**src/rtl/serial_paralelo_rx_if.sv**
```systemverilog
// Serial receive bus: one serial bit in, aligned byte stream and link status out.
interface serial_paralelo_rx_if #(
  parameter int WIDTH = 8
) ();
  logic             data_in;
  logic [WIDTH-1:0] data_out;
  logic             valid_out;
  logic             active;

  // Bit source side: drives the serial line, observes the recovered bytes.
  modport master (
    output data_in,
    input  data_out,
    input  valid_out,
    input  active
  );

  // Receiver side.
  modport slave (
    input  data_in,
    output data_out,
    output valid_out,
    output active
  );
endinterface

```
**src/rtl/serial_paralelo_rx.sv**
```systemverilog
// Serial-to-parallel receiver with comma-based byte alignment.
//
//   state  | meaning
//   -------+---------------------------------------------------------------
//   SEARCH | compare every bit offset against COMMA, bit counter held at 0
//   ALIGN  | candidate alignment found, counting consecutive boundary commas
//   ACTIVE | link locked (sticky), data bytes emitted at each boundary
module serial_paralelo_rx #(
  parameter int               WIDTH      = 8,
  parameter logic [WIDTH-1:0] COMMA      = 8'hBC,
  parameter int               LOCK_COUNT = 4
) (
  input  logic                 clk,
  input  logic                 reset_L,
  serial_paralelo_rx_if.slave  bus
);

  localparam int CNTW = (WIDTH > 1) ? $clog2(WIDTH) : 1;
  localparam int CW   = (LOCK_COUNT > 0) ? $clog2(LOCK_COUNT + 1) : 1;

  localparam logic [CNTW-1:0] BIT_LAST = CNTW'(WIDTH - 1);
  localparam logic [CW-1:0]   LOCK_M1  = CW'(LOCK_COUNT - 1);
  localparam logic [CW-1:0]   LOCK_MAX = CW'(LOCK_COUNT);
  localparam logic [CW-1:0]   ONE_CNT  = CW'(1);

  typedef enum logic [1:0] {
    SEARCH = 2'd0,
    ALIGN  = 2'd1,
    ACTIVE = 2'd2
  } state_t;

  state_t           state_q,     state_d;
  logic [WIDTH-1:0] sr_q,        sr_d;
  logic [CNTW-1:0]  bit_cnt_q,   bit_cnt_d;
  logic [CW-1:0]    comma_cnt_q, comma_cnt_d;
  logic [WIDTH-1:0] data_q,      data_d;
  logic             valid_q,     valid_d;
  logic             active_q,    active_d;

  logic [WIDTH-1:0] nxt;
  logic             boundary;
  logic             is_comma;

  // Next-state: shift register, bit phase, comma counting and output capture.
  always_comb begin
    nxt         = {sr_q[WIDTH-2:0], bus.data_in};
    boundary    = (bit_cnt_q == BIT_LAST);
    is_comma    = (nxt == COMMA);
    sr_d        = nxt;
    state_d     = state_q;
    bit_cnt_d   = boundary ? '0 : bit_cnt_q + 1'b1;
    comma_cnt_d = comma_cnt_q;
    data_d      = data_q;
    valid_d     = valid_q;
    active_d    = active_q;

    case (state_q)
      SEARCH: begin
        // Phase is meaningless until a comma anchors it.
        bit_cnt_d = '0;
        if (is_comma) begin
          comma_cnt_d = ONE_CNT;
          if (LOCK_COUNT == 1) begin
            state_d  = ACTIVE;
            active_d = 1'b1;
          end else begin
            state_d = ALIGN;
          end
        end
      end

      ALIGN: begin
        if (boundary) begin
          if (is_comma) begin
            if (comma_cnt_q == LOCK_M1) begin
              comma_cnt_d = LOCK_MAX;
              state_d     = ACTIVE;
              active_d    = 1'b1;
            end else begin
              comma_cnt_d = comma_cnt_q + 1'b1;
            end
          end else begin
            // The offending byte is dropped; search restarts from the next bit.
            comma_cnt_d = '0;
            state_d     = SEARCH;
          end
        end
      end

      ACTIVE: begin
        if (boundary) begin
          if (is_comma) begin
            data_d  = '0;
            valid_d = 1'b0;
          end else begin
            data_d  = nxt;
            valid_d = 1'b1;
          end
        end
      end

      default: begin
        state_d     = SEARCH;
        bit_cnt_d   = '0;
        comma_cnt_d = '0;
      end
    endcase
  end

  // State and registered outputs; reset clears outputs without a clock edge.
  always_ff @(posedge clk or negedge reset_L) begin
    if (!reset_L) begin
      state_q     <= SEARCH;
      sr_q        <= '0;
      bit_cnt_q   <= '0;
      comma_cnt_q <= '0;
      data_q      <= '0;
      valid_q     <= 1'b0;
      active_q    <= 1'b0;
    end else begin
      state_q     <= state_d;
      sr_q        <= sr_d;
      bit_cnt_q   <= bit_cnt_d;
      comma_cnt_q <= comma_cnt_d;
      data_q      <= data_d;
      valid_q     <= valid_d;
      active_q    <= active_d;
    end
  end

  assign bus.data_out  = data_q;
  assign bus.valid_out = valid_q;
  assign bus.active    = active_q;

endmodule

```
**src/flat_wrapper.sv**
```systemverilog
// flat-port wrapper written by rule: the top's interface ports become plain ports
module serial_paralelo_rx_flat 
#(
  parameter int               WIDTH      = 8,
  parameter logic [WIDTH-1:0] COMMA      = 8'hBC,
  parameter int               LOCK_COUNT = 4
)
  (clk, reset_L, bus_data_in, bus_data_out, bus_valid_out, bus_active);
  serial_paralelo_rx_if #(.WIDTH(WIDTH)) bus_i ();
  input  logic clk;
  input  logic reset_L;
  input wire logic [$bits(bus_i.data_in)-1:0] bus_data_in;
  output wire logic [$bits(bus_i.data_out)-1:0] bus_data_out;
  output wire logic [$bits(bus_i.valid_out)-1:0] bus_valid_out;
  output wire logic [$bits(bus_i.active)-1:0] bus_active;
  assign bus_i.data_in = bus_data_in;
  assign bus_data_out = bus_i.data_out;
  assign bus_valid_out = bus_i.valid_out;
  assign bus_active = bus_i.active;
  serial_paralelo_rx #(.WIDTH(WIDTH), .COMMA(COMMA), .LOCK_COUNT(LOCK_COUNT)) u_core (.clk(clk), .reset_L(reset_L), .bus(bus_i));
endmodule
```
**config.mk**
```make
export PLATFORM = sky130hd
export DESIGN_NAME = serial_paralelo_rx_flat
export DESIGN_NICKNAME = d
export VERILOG_FILES = /design/src/rtl/serial_paralelo_rx_if.sv /design/src/rtl/serial_paralelo_rx.sv /design/src/flat_wrapper.sv
export SDC_FILE = /design/constraint.sdc
export NUM_CORES = 1
export LEC_CHECK = 0
export ABC_AREA = 1
export CAP_MARGIN = 20
export CORE_MARGIN = 2
export CORE_UTILIZATION = 48
export CTS_CLUSTER_DIAMETER = 30
export DETAILED_ROUTE_END_ITERATION = 8
export PLACE_DENSITY = 0.73
export SLEW_MARGIN = 5
export SYNTH_ARGS = -nofsm -noshare
export SYNTH_HDL_FRONTEND = slang
export SYNTH_SLANG_ARGS = --single-unit
export TNS_END_PERCENT = 30
```
**constraint.sdc**
```tcl
create_clock -name clk -period 1.4 [get_ports clk]
set_input_delay 0.21 -clock clk [delete_from_list [all_inputs] [get_ports clk]]
set_output_delay 0.21 -clock clk [all_outputs]
set_load 0.05 [all_outputs]
```
==> results.json <==
{
  "drtIter0Drc": 16,
  "synth_seq_area_share_pct": 57.21,
  "critPathLaunch": "u_core.comma_cnt_q[0]",
  "filler_cell_count": 152,
  "global_route_wire_length_before_repair_mm": 3.519,
  "cell_family_with_most_cp_delay": "simple AND/OR/NAND/NOR gates",
  "cp_cell_sequence": "ha_1 -> ha_2 -> nor2_4 -> nand3_4 -> nand3_4 -> nand2_2 -> nand2_1",
  "post_route_cells_drive_above_1_share_pct": 31.16,
  "synth_area_mm2": 0.001094,
  "critPathSlowestCell": "sky130_fd_sc_hd__dfrtp_1",
  "unrepaired_setup_endpoints_after_global_routing": "yes",
  "yosysWarnings": 0,
  "nNetsFinal": 149,
  "die_height_um": 51.73,
  "final_hold_viol_count": 0,
  "chip_width_um": 51.73,
  "core_region_area_mm2": 0.002191,
  "final_report_setup_violation_count": 0,
  "floorplan.initialDensity_pct": 49.91,
  "fp.dieArea_mm2": 0.002676,
  "rr_endpoint": "u_core.state_q[1]",
  "htree_levels": 1,
  "critical_path.endpoint_type": "flop",
  "ios": 13,
  "arrival_time_of_the_worst_setup_path_ns": 1.64,
  "drv_slew": 0,
  "vdd.ir_drop.worst_mv": 0.8511,
  "num_antenna_cells": 0,
  "fin_worst_skew_ns": 0.006946,
  "vias_per_cell": 4.940,
  "totalPowerFinal_mw": 1.807,
  "cts-root-buf": "sky130_fd_sc_hd__clkbuf_4",
  "gr_util_all_layers_pct": 18.41,
  "dp_hpwl_mm": 1.432,
  "remaining_drc_errors": 0,
  "cts_inserted_buffers": 3,
  "post_dr_wirelength_cell_um": 13.45,
  "leakagePower_nw": 0.7588,
  "power.density_mw_per_mm2": 1186,
  "synth.ff_latch_count": 25,
  "clk_path_buf_depth": 2,
  "layout.core_utilization_pct": 69.56,
  "synth_nets": 124,
  "grt_antenna_before_repair": 0,
  "mapped_cells": 114,
  "reg2reg_from": "u_core.comma_cnt_q[0]",
  "worstHoldPathType": "in2async",
  "maxCapViolations": 0,
  "worst_slew_pin_slew_ns": 0.3077,
  "layout_min_cycle_time_ns": 1.367,
  "worst-endpoint-required_ns": 1.67,
  "cts_num_sinks": 25,
  "rrSetupSlack_ns": 0.03,
  "pin_count_of_the_biggest_net_entering_global_routing": 26,
  "most_frequent_cell_on_critical_path": "sky130_fd_sc_hd__nand3_4",
  "timing.final.crit_share_pct": 97.62,
  "crit_type": "reg2reg",
  "synth.area.top_cells": "sky130_fd_sc_hd__dfrtp_1 (57%), sky130_fd_sc_hd__nand2_1 (13%), sky130_fd_sc_hd__ha_1 (8.0%)",
  "area_growth_pct": 39.36,
  "gp_routability_congestion": 0.8438,
  "largest_fanout_on_the_critical_path": 3,
  "dr.pass1.iters": 4,
  "vias": 820,
  "max-slew-margin-rel_pct": 79.49,
  "drt-total-wl_mm": 2.233,
  "reg2reg_depth": 7,
  "clkLatencyLatePin_ns": 0.32,
  "first_global_vias": 831,
  "number_of_placement_rows": 17,
  "delay_of_the_slowest_cell_on_the_worst_path_ns": 0.41,
  "cts.reportedPaths.clkPinSlew_ns": 0.14,
  "tritoncts": "built",
  "yosysTopAreaCellShare_pct": 57.21,
  "status": "complete, no violations",
  "final_antenna_net_count": 0,
  "crit_buf_inv": 0,
  "synth_top_cell_by_area": "sky130_fd_sc_hd__dfrtp_1",
  "portBuffers": 12,
  "yosys.cell_types.count": 17,
  "setup.worst_path.start_class": "flop",
  "grt_overflow": 0,
  "synth_area_per_cell_um2": 9.593,
  "max_freq_mhz": 731.7
}
-- state kept, by name (all words and copies together), names as in the netlist --
register,flops
u_core.bus.valid_out,1
u_core.state_q,2
u_core.comma_cnt_q,3
u_core.bit_cnt_q,3
u_core.sr_q,7
u_core.bus.active,1
u_core.bus.data_out,8
-- synth_stat cells (all sizes together) --
library cell / n
buf: 1
clkinv: 2
nor2: 5
nand2: 42
ha: 7
dfrtp: 25
a21oi: 1
nand4: 3
nand3: 8
o21ai: 3
nor3: 3
inv: 14
-- routing by layer --
metal  up-vias  wire (um)  part of all wire (%)  track usage, %
li1        405          -                     -               -
met1       391        926                    41           22.61
met2        17       1165                    52           30.13
met3         7         84                   3.8           3.736
met4         0         57                   2.6           10.53
met5         -          0                     0               0
-- worst max path at each step --
stage	end	slack, ns	cells past startpoint
after floorplan	u_core.bus.data_out[2]	0.10	6
after global placement	u_core.state_q[1]	0.0006	9
after detailed placement	u_core.comma_cnt_q[0]	-0.02	10
after CTS	u_core.bus.data_out[1]	0.008	6
after global routing	u_core.state_q[1]	-0.04	7
final	u_core.state_q[1]	0.03	7
-- cell type report --
| class | instances | area, um2 | share of cell area, % |
|---|---|---|---|
| Sequential cell | 25 | 625.6 | 41.05 |
| Multi-Input combinational cell | 72 | 479.2 | 31.45 |
| Timing Repair Buffer | 21 | 291.5 | 19.13 |
| Inverter | 16 | 65.06 | 4.269 |
| Tap cell | 28 | 35.03 | 2.299 |
| Clock buffer | 3 | 22.52 | 1.478 |
| Clock inverter | 1 | 5.005 | 0.3284 |
-- kinds of logic after synthesis --
kind of cell,share of synthesized area (%)
buffers and inverters,6.063
adder cells (fa/ha/maj),8.009
flip-flops,57.21
AND/OR/NAND/NOR,26.54
AO/OA/AOI/OAI,2.174
-- through the flow --
stage               hold WS, ns  setup slack, ns  setup TNS [ns]  instances  cell area (um2)
floorplan              -0.08559           0.1041               0        114             1094
global placement         0.3566        0.0006156               0        158             1381
detailed placement       0.3688         -0.02387         -0.1842        158             1381
CTS                      0.2379         0.007590               0        163             1430
global route             0.2774         -0.03527        -0.06243        166             1524
finish                   0.2252          0.03339               0        166             1524
-- power by group --
| group | internal, mW | leakage [nW] | switching [mW] |
|---|---|---|---|
| clock network | 0.107 | 0.0177 | 0.215 |
| registers | 0.793 | 0.286 | 0.0589 |
| logic | 0.282 | 0.455 | 0.351 |
| total | 1.18 | 0.759 | 0.625 |
-- cells in the final DEF, fill, tap and decap left out --
| cell | n |
|---|---|
| sky130_fd_sc_hd__nand2_1 | 37 |
| sky130_fd_sc_hd__dfrtp_1 | 25 |
| sky130_fd_sc_hd__inv_1 | 12 |
| sky130_fd_sc_hd__buf_12 | 10 |
| sky130_fd_sc_hd__buf_4 | 8 |
| sky130_fd_sc_hd__nand3_1 | 6 |
| sky130_fd_sc_hd__ha_1 | 4 |
| sky130_fd_sc_hd__nor2_4 | 3 |
| sky130_fd_sc_hd__nand2_4 | 3 |
| sky130_fd_sc_hd__clkinv_2 | 3 |
| sky130_fd_sc_hd__o21ai_1 | 3 |
| sky130_fd_sc_hd__nand4_1 | 3 |
| sky130_fd_sc_hd__clkbuf_4 | 3 |
| sky130_fd_sc_hd__nor3_1 | 2 |
| sky130_fd_sc_hd__nand3_4 | 2 |
| sky130_fd_sc_hd__nand2_2 | 2 |
| sky130_fd_sc_hd__ha_4 | 2 |
| sky130_fd_sc_hd__clkdlybuf4s50_1 | 2 |
| sky130_fd_sc_hd__inv_4 | 1 |
| sky130_fd_sc_hd__nor2_1 | 1 |
| sky130_fd_sc_hd__a21oi_4 | 1 |
| sky130_fd_sc_hd__inv_2 | 1 |
| sky130_fd_sc_hd__nor3_2 | 1 |
| sky130_fd_sc_hd__nor2_2 | 1 |
| sky130_fd_sc_hd__ha_2 | 1 |
| sky130_fd_sc_hd__buf_6 | 1 |
-- timing repair --
item / in CTS / in global routing
hold buffers: 0 / 0
buffers inserted: 1 / 3
pin swaps: 3 / 7
setup endpoints to repair: 8 / 14
gates resized for setup: 3 / 15
Power figures use the tool's default switching activity.
